$ cat config.mk
export PLATFORM = sky130hd
export DESIGN_NAME = serial_frame_tx
export DESIGN_NICKNAME = d
export VERILOG_FILES = /design/src/rtl/serial_frame_tx.sv
export SDC_FILE = /design/constraint.sdc
export NUM_CORES = 1
export LEC_CHECK = 0
export ABC_AREA = 1
export CORE_ASPECT_RATIO = 0.9
export CORE_MARGIN = 10
export CORE_UTILIZATION = 30
export CTS_CLUSTER_SIZE = 24
export DETAILED_ROUTE_END_ITERATION = 10
export RECOVER_POWER = 50
export SLEW_MARGIN = 15
export SYNTH_ARGS = -nofsm -noshare
export SYNTH_HDL_FRONTEND = slang
export SYNTH_SLANG_ARGS = --single-unit
$ cat constraint.sdc
create_clock -name clk -period 1.5 [get_ports clk]
set_clock_uncertainty 0.2 [all_clocks]
set_input_delay 0.3 -clock clk [delete_from_list [all_inputs] [get_ports clk]]
set_output_delay 0.3 -clock clk [all_outputs]
set_load 0.02 [all_outputs]
$ cat src/rtl/serial_frame_tx.sv
// serial_frame_tx: parallel-load, LSB-first serial frame transmitter.
// Idle line level is 1. Optional 0,1,0,1 start preamble is compiled in when
// the macro SERIAL_FRAME_TX_PREAMBLE_EN is defined; otherwise frames carry
// payload bits only.
//
// state | meaning
// IDLE  | line idles at 1, waiting for load
// PRE   | emitting the 4-bit 0,1,0,1 preamble (preamble builds only)
// DATA  | emitting payload bits LSB-first, one per clock
`timescale 1ns/1ps

module serial_frame_tx #(
    parameter int WIDTH = 21
) (
    input  logic             clk,
    input  logic             rst,
    input  logic [WIDTH-1:0] data,
    input  logic             load,
    output logic             ready,
    output logic             sout,
    output logic             sout_valid,
    output logic             busy,
    output logic             done
);

    localparam int             CNT_W    = $clog2(WIDTH);
    localparam logic [CNT_W-1:0] CNT_LAST = CNT_W'(WIDTH - 1);

    typedef enum logic [2:0] {
        IDLE = 3'b001,
`ifdef SERIAL_FRAME_TX_PREAMBLE_EN
        PRE  = 3'b010,
`endif
        DATA = 3'b100
    } state_t;

    state_t             state_q, state_d;
    logic [CNT_W-1:0]   cnt_q, cnt_d;
    logic [WIDTH-1:0]   shreg_q, shreg_d;
    logic               sout_q, sout_d;
    logic               valid_q, valid_d;
    logic               done_q, done_d;
    logic               accept;
`ifdef SERIAL_FRAME_TX_PREAMBLE_EN
    logic [1:0]         pre_cnt_q, pre_cnt_d;
`endif

    // Ready while idle, or during the last payload bit so frames can chain.
    assign ready  = (state_q == IDLE) || ((state_q == DATA) && (cnt_q == CNT_LAST));
    assign accept = load && ready;

    // Next-state, counter and shift-register update.
    always_comb begin
        state_d   = state_q;
        cnt_d     = cnt_q;
        shreg_d   = shreg_q;
`ifdef SERIAL_FRAME_TX_PREAMBLE_EN
        pre_cnt_d = pre_cnt_q;
`endif
        case (state_q)
            IDLE: begin
                if (accept) begin
                    shreg_d = data;
                    cnt_d   = '0;
`ifdef SERIAL_FRAME_TX_PREAMBLE_EN
                    state_d   = PRE;
                    pre_cnt_d = 2'd0;
`else
                    state_d   = DATA;
`endif
                end
            end
`ifdef SERIAL_FRAME_TX_PREAMBLE_EN
            PRE: begin
                if (pre_cnt_q == 2'd3) begin
                    state_d = DATA;
                    cnt_d   = '0;
                end else begin
                    pre_cnt_d = pre_cnt_q + 2'd1;
                end
            end
`endif
            DATA: begin
                if (cnt_q == CNT_LAST) begin
                    if (accept) begin
                        // Back-to-back: next frame starts with no idle gap.
                        shreg_d = data;
                        cnt_d   = '0;
`ifdef SERIAL_FRAME_TX_PREAMBLE_EN
                        state_d   = PRE;
                        pre_cnt_d = 2'd0;
`else
                        state_d   = DATA;
`endif
                    end else begin
                        state_d = IDLE;
                        cnt_d   = '0;
                    end
                end else begin
                    cnt_d   = cnt_q + CNT_W'(1);
                    shreg_d = shreg_q >> 1;
                end
            end
            default: begin
                state_d = IDLE;
                cnt_d   = '0;
            end
        endcase
    end

    // Output registers are loaded from the next-state view, so the bit that
    // will be current after this edge is what appears on the line.
    always_comb begin
        sout_d  = 1'b1;
        valid_d = 1'b0;
        done_d  = 1'b0;
        case (state_d)
`ifdef SERIAL_FRAME_TX_PREAMBLE_EN
            PRE: begin
                sout_d  = pre_cnt_d[0];
                valid_d = 1'b1;
            end
`endif
            DATA: begin
                sout_d  = shreg_d[0];
                valid_d = 1'b1;
                done_d  = (cnt_d == CNT_LAST);
            end
            default: begin
                sout_d  = 1'b1;
                valid_d = 1'b0;
                done_d  = 1'b0;
            end
        endcase
    end

    // State and output registers with synchronous reset.
    always_ff @(posedge clk) begin
        if (rst) begin
            state_q   <= IDLE;
            cnt_q     <= '0;
            shreg_q   <= '0;
            sout_q    <= 1'b1;
            valid_q   <= 1'b0;
            done_q    <= 1'b0;
`ifdef SERIAL_FRAME_TX_PREAMBLE_EN
            pre_cnt_q <= 2'd0;
`endif
        end else begin
            state_q   <= state_d;
            cnt_q     <= cnt_d;
            shreg_q   <= shreg_d;
            sout_q    <= sout_d;
            valid_q   <= valid_d;
            done_q    <= done_d;
`ifdef SERIAL_FRAME_TX_PREAMBLE_EN
            pre_cnt_q <= pre_cnt_d;
`endif
        end
    end

    assign sout       = sout_q;
    assign sout_valid = valid_q;
    assign busy       = valid_q;
    assign done       = done_q;

endmodule

After elaboration in Yosys (flattened, before gate mapping)
Cells that the tools add are included.

Input bits: 24. Register bits after elaboration: 32. Output and inout bits: 5.

Bitwise gates (word level): 1. Mux-type cells: 11. Reduce and logical (&&, ||, !) cells: 5. $add $sub $neg: 1. Equal/unequal tests: 5.

Operators with widths (count): $mux W21 (2); $pmux W21 S2 (1); $eq A5 B5 Y1 const B (2); $mux W5 (2); $pmux W5 S2 (1); $mux W3 (3); $eq A3 B3 Y1 const B (2); $pmux W3 S2 (1); $add A5 B1 Y5 const B (1); $eq A3 B1 Y1 const B (1); $logic_and A1 B1 Y1 (2); $reduce_bool A2 Y1 (1); $reduce_or A2 Y1 (1); $logic_or A1 B1 Y1 (1); $mux W1 (1); $not A1 Y1 (1).

Depth between registers and ports, before layout
Gate-level depths: netlist (run 1).

Depth in word-level cells: 10. Depth in mapped cells: 12.

Worst setup path before layout (run 1)
Ideal clock, no wire load.

Kind: reg2reg. From: reg cnt_q[0]. To: reg shreg_q[20]. Setup time: 0.068 ns. Path buffers: 0. Required time: 1.232 ns. Cell stages (with the launch flop): 9. Setup slack: -0.133 ns. Clock period less this slack: 1.633 ns. Arrival time: 1.365 ns. Path through: dfxtp_1 > inv_1 > ha_1 > nand2_1 > inv_1 > nand2_4 > o21ai_1 > nand3_1 > a21oi_2.

Longest elaborated chain between the ends: 7.

Ends and longest elaborated chain: from (decl) (RTL line 38) `logic [CNT_W-1:0] cnt_q, cnt_d;`; from (signal assigned) (RTL line 151) `cnt_q <= cnt_d;`; $eq A5 B5 Y1 * (RTL line 49) `assign ready = (state_q == IDLE) || ((state_q == DATA) && (cnt_q == CNT_LAST));`; $logic_and A1 B1 Y1 * (RTL line 49); $logic_or A1 B1 Y1 * (RTL line 49); named net ready (RTL line 19) `output logic ready,`; $logic_and A1 B1 Y1 * (RTL line 50) `assign accept = load && ready;`; $mux W21 *; $mux W21 (RTL line 84) `if (cnt_q == CNT_LAST) begin`; $pmux W21 S2 * (RTL line 60) `case (state_q)`; to (signal assigned) (RTL line 152) `shreg_q <= shreg_d;`; to (decl) (RTL line 39) `logic [WIDTH-1:0] shreg_q, shreg_d;`.

Mark *: on every way through the listed nets, which the timed path passes. The rest lies on a longest branch. A chain may end at the register's enable or synchronous reset.

Final worst setup path (run 1)
From: reg cnt_q[0]. To: out ready.

Longest elaborated chain between the ends: 3.

Ends and longest elaborated chain (RTL line): $eq A5 B5 Y1 (49); $logic_and A1 B1 Y1 (49); $logic_or A1 B1 Y1 (49); to (decl) (19).

No other way between the ends.

==> summary.txt, run 1 <==
Run status
  – Status: finished with violations
  – Violations in the final reports: setup timing

Synthesis
  – Most common cell in the synthesized netlist: nand2_1
  – Post-synth EDFFs: 0
  – Syn nets: 255
  – Share of Yosys cell area claimed by the top area cell type: 33.8%
  – Syn Inst Count: 229
  – Ys async rst share: 0%
  – Cell variety after synth: 29
  – Main synth FF type: dfxtp_1
  – Syn. warnings: 0
  – Sequential fraction of the synthesis area: 33.8%
  – Area leader, netlist: dfxtp_1
  – Mean area per synthesized cell: 8.02 µm²
  – Mapped Area: 0.00184 mm²
  – Synth top area cells: dfxtp_1 34%, nand3_2 15%, nand2_1 9.8%
  – Most frequent cells after synthesis: 48 x nand2_1, 31 x dfxtp_1, 28 x inv_1, 28 x nand3_2, 21 x nand4_1
  – Seq cells post-synth: 31

Power
  – Power, Total: 0.00178 W
  – Comb power frac: 18.0%
  – Maximum vdd drop: 0.000315 V
  – Clk pwr share: 33.3%
  – Power Dens Cells: 618 mW/mm²
  – NetSw: 0.000461 W
  – Switch share: 25.8%
  – LEAKAGE: 1.60 nW
  – Sequential power share: 48.7%
  – Internal Dissipation: 0.00132 W

Die
  – Die Y: 94.2 µm
  – Die width: 102 µm
  – Top-Level Pins: 29
  – Die ar.: 0.00966 mm²
  – Initial Utilization: 31.5%
  – Core Region: 0.00582 mm²
  – Row cnt: 26

Global routing
  – Antenna violations before repair: 0
  – First-pass GRT wire length: 7400 µm
  – Vias in the first global route: 1580
  – Largest net degree at the start of global routing: 15
  – Grt ovf: 0
  – Global-route usage over all layers: 9.64%

Critical path
  – Critical Path Fanout Max: 2
  – Worst path bufs/invs: 3
  – Critical Path RT: 1.00 ns
  – Type of destination of the critical path: output pin
  – CP arrival: 1.24 ns
  – CP delay by family, top: flip-flops
  – Critical path's largest stage delay: 0.32 ns
  – CP max stage cell: dfxtp_2
  – CP Cell Sequence: inv_2, ha_4, nand2_2, inv_2, nand2_4, o21ai_4, buf_6
  – Critical path type: reg2out
  – Cell mode on critical path: inv_2
  – Critical Path Source Type: flip-flop

Timing
  – Setup ws final: -0.237 ns
  – Period utilisation layout: 116%
  – Pins Over Slew Limit: 0
  – # setup viols final: 27
  – Crit path time final: 1.74 ns
  – Fin. Hold Viols: 0
  – Max frequency: 576 MHz
  – RSZ-0062 raised after global routing: true

Place
  – HPWL after DPL: 3270 µm
  – Port bufs: 28
  – Post-DP Area: 0.00241 mm²
  – GP Congestion: 0.775

Final layout
  – FF+latch area: 624 µm²
  – Multi-input gate area: 0.00123 mm²
  – Fillers: 516
  – Area delta synth->final: 57.0%
  – Final Core Density: 49.5%
  – Post-route design area: 0.00288 mm²
  – Ant diodes: 0
  – Final net count: 314
  – Proportion of layout cells with a drive suffix above 1: 50.5%

Detailed routing
  – Post-Route WL: 4800 µm
  – DRC: 0
  – Final ANT Viol Nets: 0
  – Starting DRT DRC Count: 47
  – Drt pass-1 iters: 4
  – Vias per inst: 4.69
  – Wire length per cell: 13.4 µm
  – Via count: 1675

Clocking
  – Longest Clk Path Bufs: 2
  – Worst skew pair latency: 0.28 ns
  – Clock tree sinks: 31
  – CTS H-tree lvls: 2
  – Clk slew on worst S/H paths: 0.06 ns
  – Root Driver: clkbuf_8
  – CTS tree: built
  – Inserted Clock Buffers: 5

Min path
  – Class of the worst hold path: reg2reg

Job
  – MaxCap Viol Count: 0
-- placed cells by master, fill, tap and decap left out, drive strengths merged --
cell and n:
o21bai 1, clkdlybuf4s50 22, nand2 56, ha 2, o21ai 2, conb 1, clkinv 1, nand3 46
nand4 22, dfxtp 31, dlygate4sd3 1, dlygate4sd2 4, nor2 12, clkbuf 7, a21oi 8, nor3 1
buf 41, inv 29
-- worst min-delay path, delay by kind of cell (launching register included) --
kind,cells,cell delay (ns)
flops,1,0.32
simple gates,1,0.08
compound gates,1,0.04
-- per-layer routing --
| layer | vias up | GRT usage, % | wire [µm] |
|---|---|---|---|
| met3 | 9 | 4.34 | 323 |
| li1 | 864 | - | - |
| met5 | - | 0 | 0 |
| met4 | 0 | 2.82 | 66 |
| met2 | 25 | 14.6 | 2230 |
| met1 | 777 | 11.9 | 2180 |
-- registers in the layout (all words and copies together), names as in the netlist --
name and cells:
busy 1, cnt_q 5, done 1, shreg_q 20
sout 1, state_q 3
-- final timing paths --
path | slack (ns) | cells after the start | end | start
hold reg to reg | 0.29 | 2 | shreg_q[20]$_SDFFE_PP0P_ | shreg_q[20]$_SDFFE_PP0P_
setup / recovery | -0.24 | 7 | ready | cnt_q[0]$_SDFF_PP0_
setup reg to reg | -0.22 | 13 | shreg_q[19]$_SDFFE_PP0P_ | cnt_q[0]$_SDFF_PP0_
hold / removal | 0.29 | 2 | shreg_q[20]$_SDFFE_PP0P_ | shreg_q[20]$_SDFFE_PP0P_
-- per-stage QoR --
stage	TNS [ns]	worst slack, ns	hold slack, ns	instances
2_1_floorplan	0	0.00176	0.255	229
3_3_place_gp	-5.52	-0.439	0.270	343
3_5_place_dp	-6.03	-0.440	0.273	343
4_1_cts	-4.77	-0.237	0.282	352
5_1_grt	-6.96	-0.307	0.304	357
6_report	-4.43	-0.237	0.286	357
-- what timing repair did --
| action | 4_1_cts | 5_1_grt |
|---|---|---|
| pin swaps | 0 | 17 |
| setup endpoints to repair | 34 | 30 |
| cloned | 1 | 1 |
| buffers inserted | 2 | 4 |
| hold buffers | 0 | 0 |
| resized for setup | 17 | 76 |
-- cell type report --
| type | count | share of cell area, % |
|---|---|---|
| multi-input cells | 151 | 42.6 |
| repair buffers | 69 | 25.8 |
| flip-flops and latches | 31 | 21.6 |
| inverters | 30 | 4.34 |
| well taps | 70 | 3.04 |
| clock buffers | 6 | 2.52 |
-- power groups by stage --
stage | sequential [W] | combinational, W | clock [W]
3_3_place_gp | 0.000879 | 0.000301 | 0
5_1_grt | 0.000870 | 0.000351 | 0.000643
3_5_place_dp | 0.000879 | 0.000302 | 0
2_1_floorplan | 0.000881 | 0.000160 | 0
4_1_cts | 0.000861 | 0.000306 | 0.000616
6_report | 0.000868 | 0.000322 | 0.000593
-- logic make-up (layout without fill, tap and decap cells) --
logic type / count (synthesis) / count (layout) / synth area share (%)
flip-flops: 31 / 31 / 33.8
adder cells (fa/ha/maj): 2 / 2 / 1.36
AO/OA/AOI/OAI: 11 / 11 / 3.95
buffers and inverters: 47 / 105 / 14.4
AND/OR/NAND/NOR: 137 / 137 / 46.3
other: 1 / 1 / 0.204
No activity file was read; power rests on OpenSTA's default activity.
==> run 2: changes to the inputs <==
--- a/config.mk
+++ b/config.mk
@@ -11,6 +11,7 @@
 export CORE_UTILIZATION = 30
 export CTS_CLUSTER_SIZE = 24
 export DETAILED_ROUTE_END_ITERATION = 10
+export MAX_ROUTING_LAYER = met4
 export RECOVER_POWER = 50
 export SLEW_MARGIN = 15
 export SYNTH_ARGS = -nofsm -noshare
==> run 2 against run 1 <==
Against the previous run: the run still ends with setup timing left; via count is 0.18% lower; first-iteration DRC count is 17% lower; worst setup slack better by 0.0033 ns; non-clock buffer count stayed put; utilization is 0.34 points lower.
==> summary.txt, run 2 (synthesis gave the netlist of run 1 again) <==
Final layout
  – Most frequent cells in the layout: 40 x nand3_2, 28 x dfxtp_1, 25 x nand2_1, 25 x buf_4
  – Most common cell after layout, fill and taps aside: nand3_2
  – Fillers: 517
  – Final Core Density: 49.2%
  – Top Registers: shreg_q: 20 flops, cnt_q: 5 flops, state_q: 3 flops
  – Proportion of layout cells with a drive suffix above 1: 50.5%
  – Area delta synth->final: 55.9%
  – Final net count: 314
  – Largest Register: shreg_q
  – Post-Layout Cell Count: 357
  – Ant diodes: 0
  – Max reg flops: 20

Detailed routing
  – Starting DRT DRC Count: 39
  – Vias per inst: 4.68
  – Final ANT Viol Nets: 0
  – Wire length per cell: 13.3 µm
  – Drt pass-1 iters: 4
  – DRC: 0
  – Via count: 1672
  – Post-Route WL: 4760 µm

Power
  – Power Dens Cells: 620 mW/mm²
  – Maximum vdd drop: 0.000315 V
  – LEAKAGE: 1.54 nW

Timing
  – Setup ws final: -0.233 ns
  – Max frequency: 577 MHz
  – RSZ-0062 raised after global routing: true
  – Pins Over Slew Limit: 0
  – # setup viols final: 28
  – Period utilisation layout: 116%
  – Crit path time final: 1.73 ns
  – Fin. Hold Viols: 0

Place
  – HPWL after DPL: 3270 µm
  – Worst slack, placed: -0.440 ns
  – GP Congestion: 0.786
  – Port bufs: 28
  – Post-Place Cells: 343

Critical path
  – CP delay by family, top: flip-flops
  – Critical Path RT: 1.00 ns
  – Critical Path Source Type: flip-flop
  – Critical path type: reg2out
  – CP max stage cell: dfxtp_2
  – Reg2Reg Depth: 13
  – Cell mode on critical path: inv_2
  – Type of destination of the critical path: output pin
  – Critical path's largest stage delay: 0.32 ns
  – Critical Path Fanout Max: 2
  – WP depth: 7
  – Worst path bufs/invs: 3
  – CP Cell Sequence: inv_2, ha_4, nand2_2, inv_2, nand2_4, o21ai_4, buf_6
  – CP arrival: 1.23 ns

Job
  – MaxCap Viol Count: 0

Global routing
  – Antenna violations before repair: 0
  – Vias in the first global route: 1576
  – Grt ovf: 0
  – First-pass GRT wire length: 7400 µm
  – Global-route usage over all layers: 9.86%
  – Largest net degree at the start of global routing: 15

Run status
  – Violations in the final reports: setup timing
  – Status: finished with violations

Clocking
  – Longest Clk Path Bufs: 2
  – CTS H-tree lvls: 2
  – CTS tree: built
  – Clock tree sinks: 31
  – Clk slew on worst S/H paths: 0.06 ns
  – Inserted Clock Buffers: 5
  – Root Driver: clkbuf_8
  – Worst skew pair latency: 0.28 ns

Die
  – Die width: 102 µm
  – Die Y: 94.2 µm
  – Initial Utilization: 31.5%
  – Row cnt: 26
  – Top-Level Pins: 29
  – Core Region: 0.00582 mm²
  – Die ar.: 0.00966 mm²

Min path
  – Min-Delay Path Depth: 2
  – Class of the worst hold path: reg2reg
[run 2: path summary, 6_finish.rpt]
path | startpoint | end | slack [ns]
worst min register to register | shreg_q[20]$_SDFFE_PP0P_ | shreg_q[20]$_SDFFE_PP0P_ | 0.29
worst min-delay path | shreg_q[20]$_SDFFE_PP0P_ | shreg_q[20]$_SDFFE_PP0P_ | 0.29
worst max register to register | cnt_q[0]$_SDFF_PP0_ | shreg_q[19]$_SDFFE_PP0P_ | -0.22
worst max-delay path | cnt_q[0]$_SDFF_PP0_ | ready | -0.23
[run 2: repair_timing]
action,CTS,global route
pin swaps,0,17
hold buffers,0,0
cloned,1,1
gates resized for setup,17,72
buffers inserted,2,4
endpoints found under the setup margin,34,30
[run 2: area by class of cell]
type / instances / area (µm²) / share of cell area, %
tap: 70 / 87.6 / 3.06
multi-input combinational: 151 / 1210 / 42.2
sequential: 31 / 624 / 21.8
timing repair buffer: 69 / 744 / 26.0
inverter: 30 / 125 / 4.37
clock buffer: 6 / 72.6 / 2.53
[run 2: power by group]
part	leakage, nW	switching (W)	internal [W]
clock	0.0371	0.000279	0.000308
sequential	0.252	0.0000200	0.000847
combinational	1.25	0.000155	0.000167
[run 2: stage by stage]
stage | hold WS [ns] | power (W) | area (µm²) | setup TNS [ns]
4_1_cts | 0.282 | 0.00178 | 2540 | -4.77
3_5_place_dp | 0.273 | 0.00118 | 2410 | -6.03
2_1_floorplan | 0.255 | 0.00104 | 1850 | 0
6_report | 0.286 | 0.00178 | 2860 | -4.40
3_3_place_gp | 0.270 | 0.00118 | 2410 | -5.52
5_1_grt | 0.304 | 0.00186 | 2860 | -6.93
[run 2: layer usage]
| metal | track usage, % | share of wire (%) | wire (µm) |
|---|---|---|---|
| met5 | - | 0 | 0 |
| met4 | 3.87 | 1.4 | 65 |
| met3 | 3.09 | 5.5 | 260 |
| met2 | 14.6 | 47 | 2230 |
| met1 | 12.2 | 46 | 2210 |
[run 2: worst register-to-register path: cells and delay by family, from the launching register on]
kind | cells | cell delay, ns
flops | 1 | 0.32
simple gates | 6 | 0.41
fa+ha+maj | 1 | 0.12
buf+inv | 6 | 0.56
==> run 3: changes to the inputs <==
--- a/config.mk
+++ b/config.mk
@@ -11,6 +11,7 @@
 export CORE_UTILIZATION = 30
 export CTS_CLUSTER_SIZE = 24
 export DETAILED_ROUTE_END_ITERATION = 10
+export GPL_ROUTABILITY_DRIVEN = 0
 export MAX_ROUTING_LAYER = met4
 export RECOVER_POWER = 50
 export SLEW_MARGIN = 15
==> results of run 3 <==
Same layout as run 2: the final DEF is identical, and so are final timing and power.
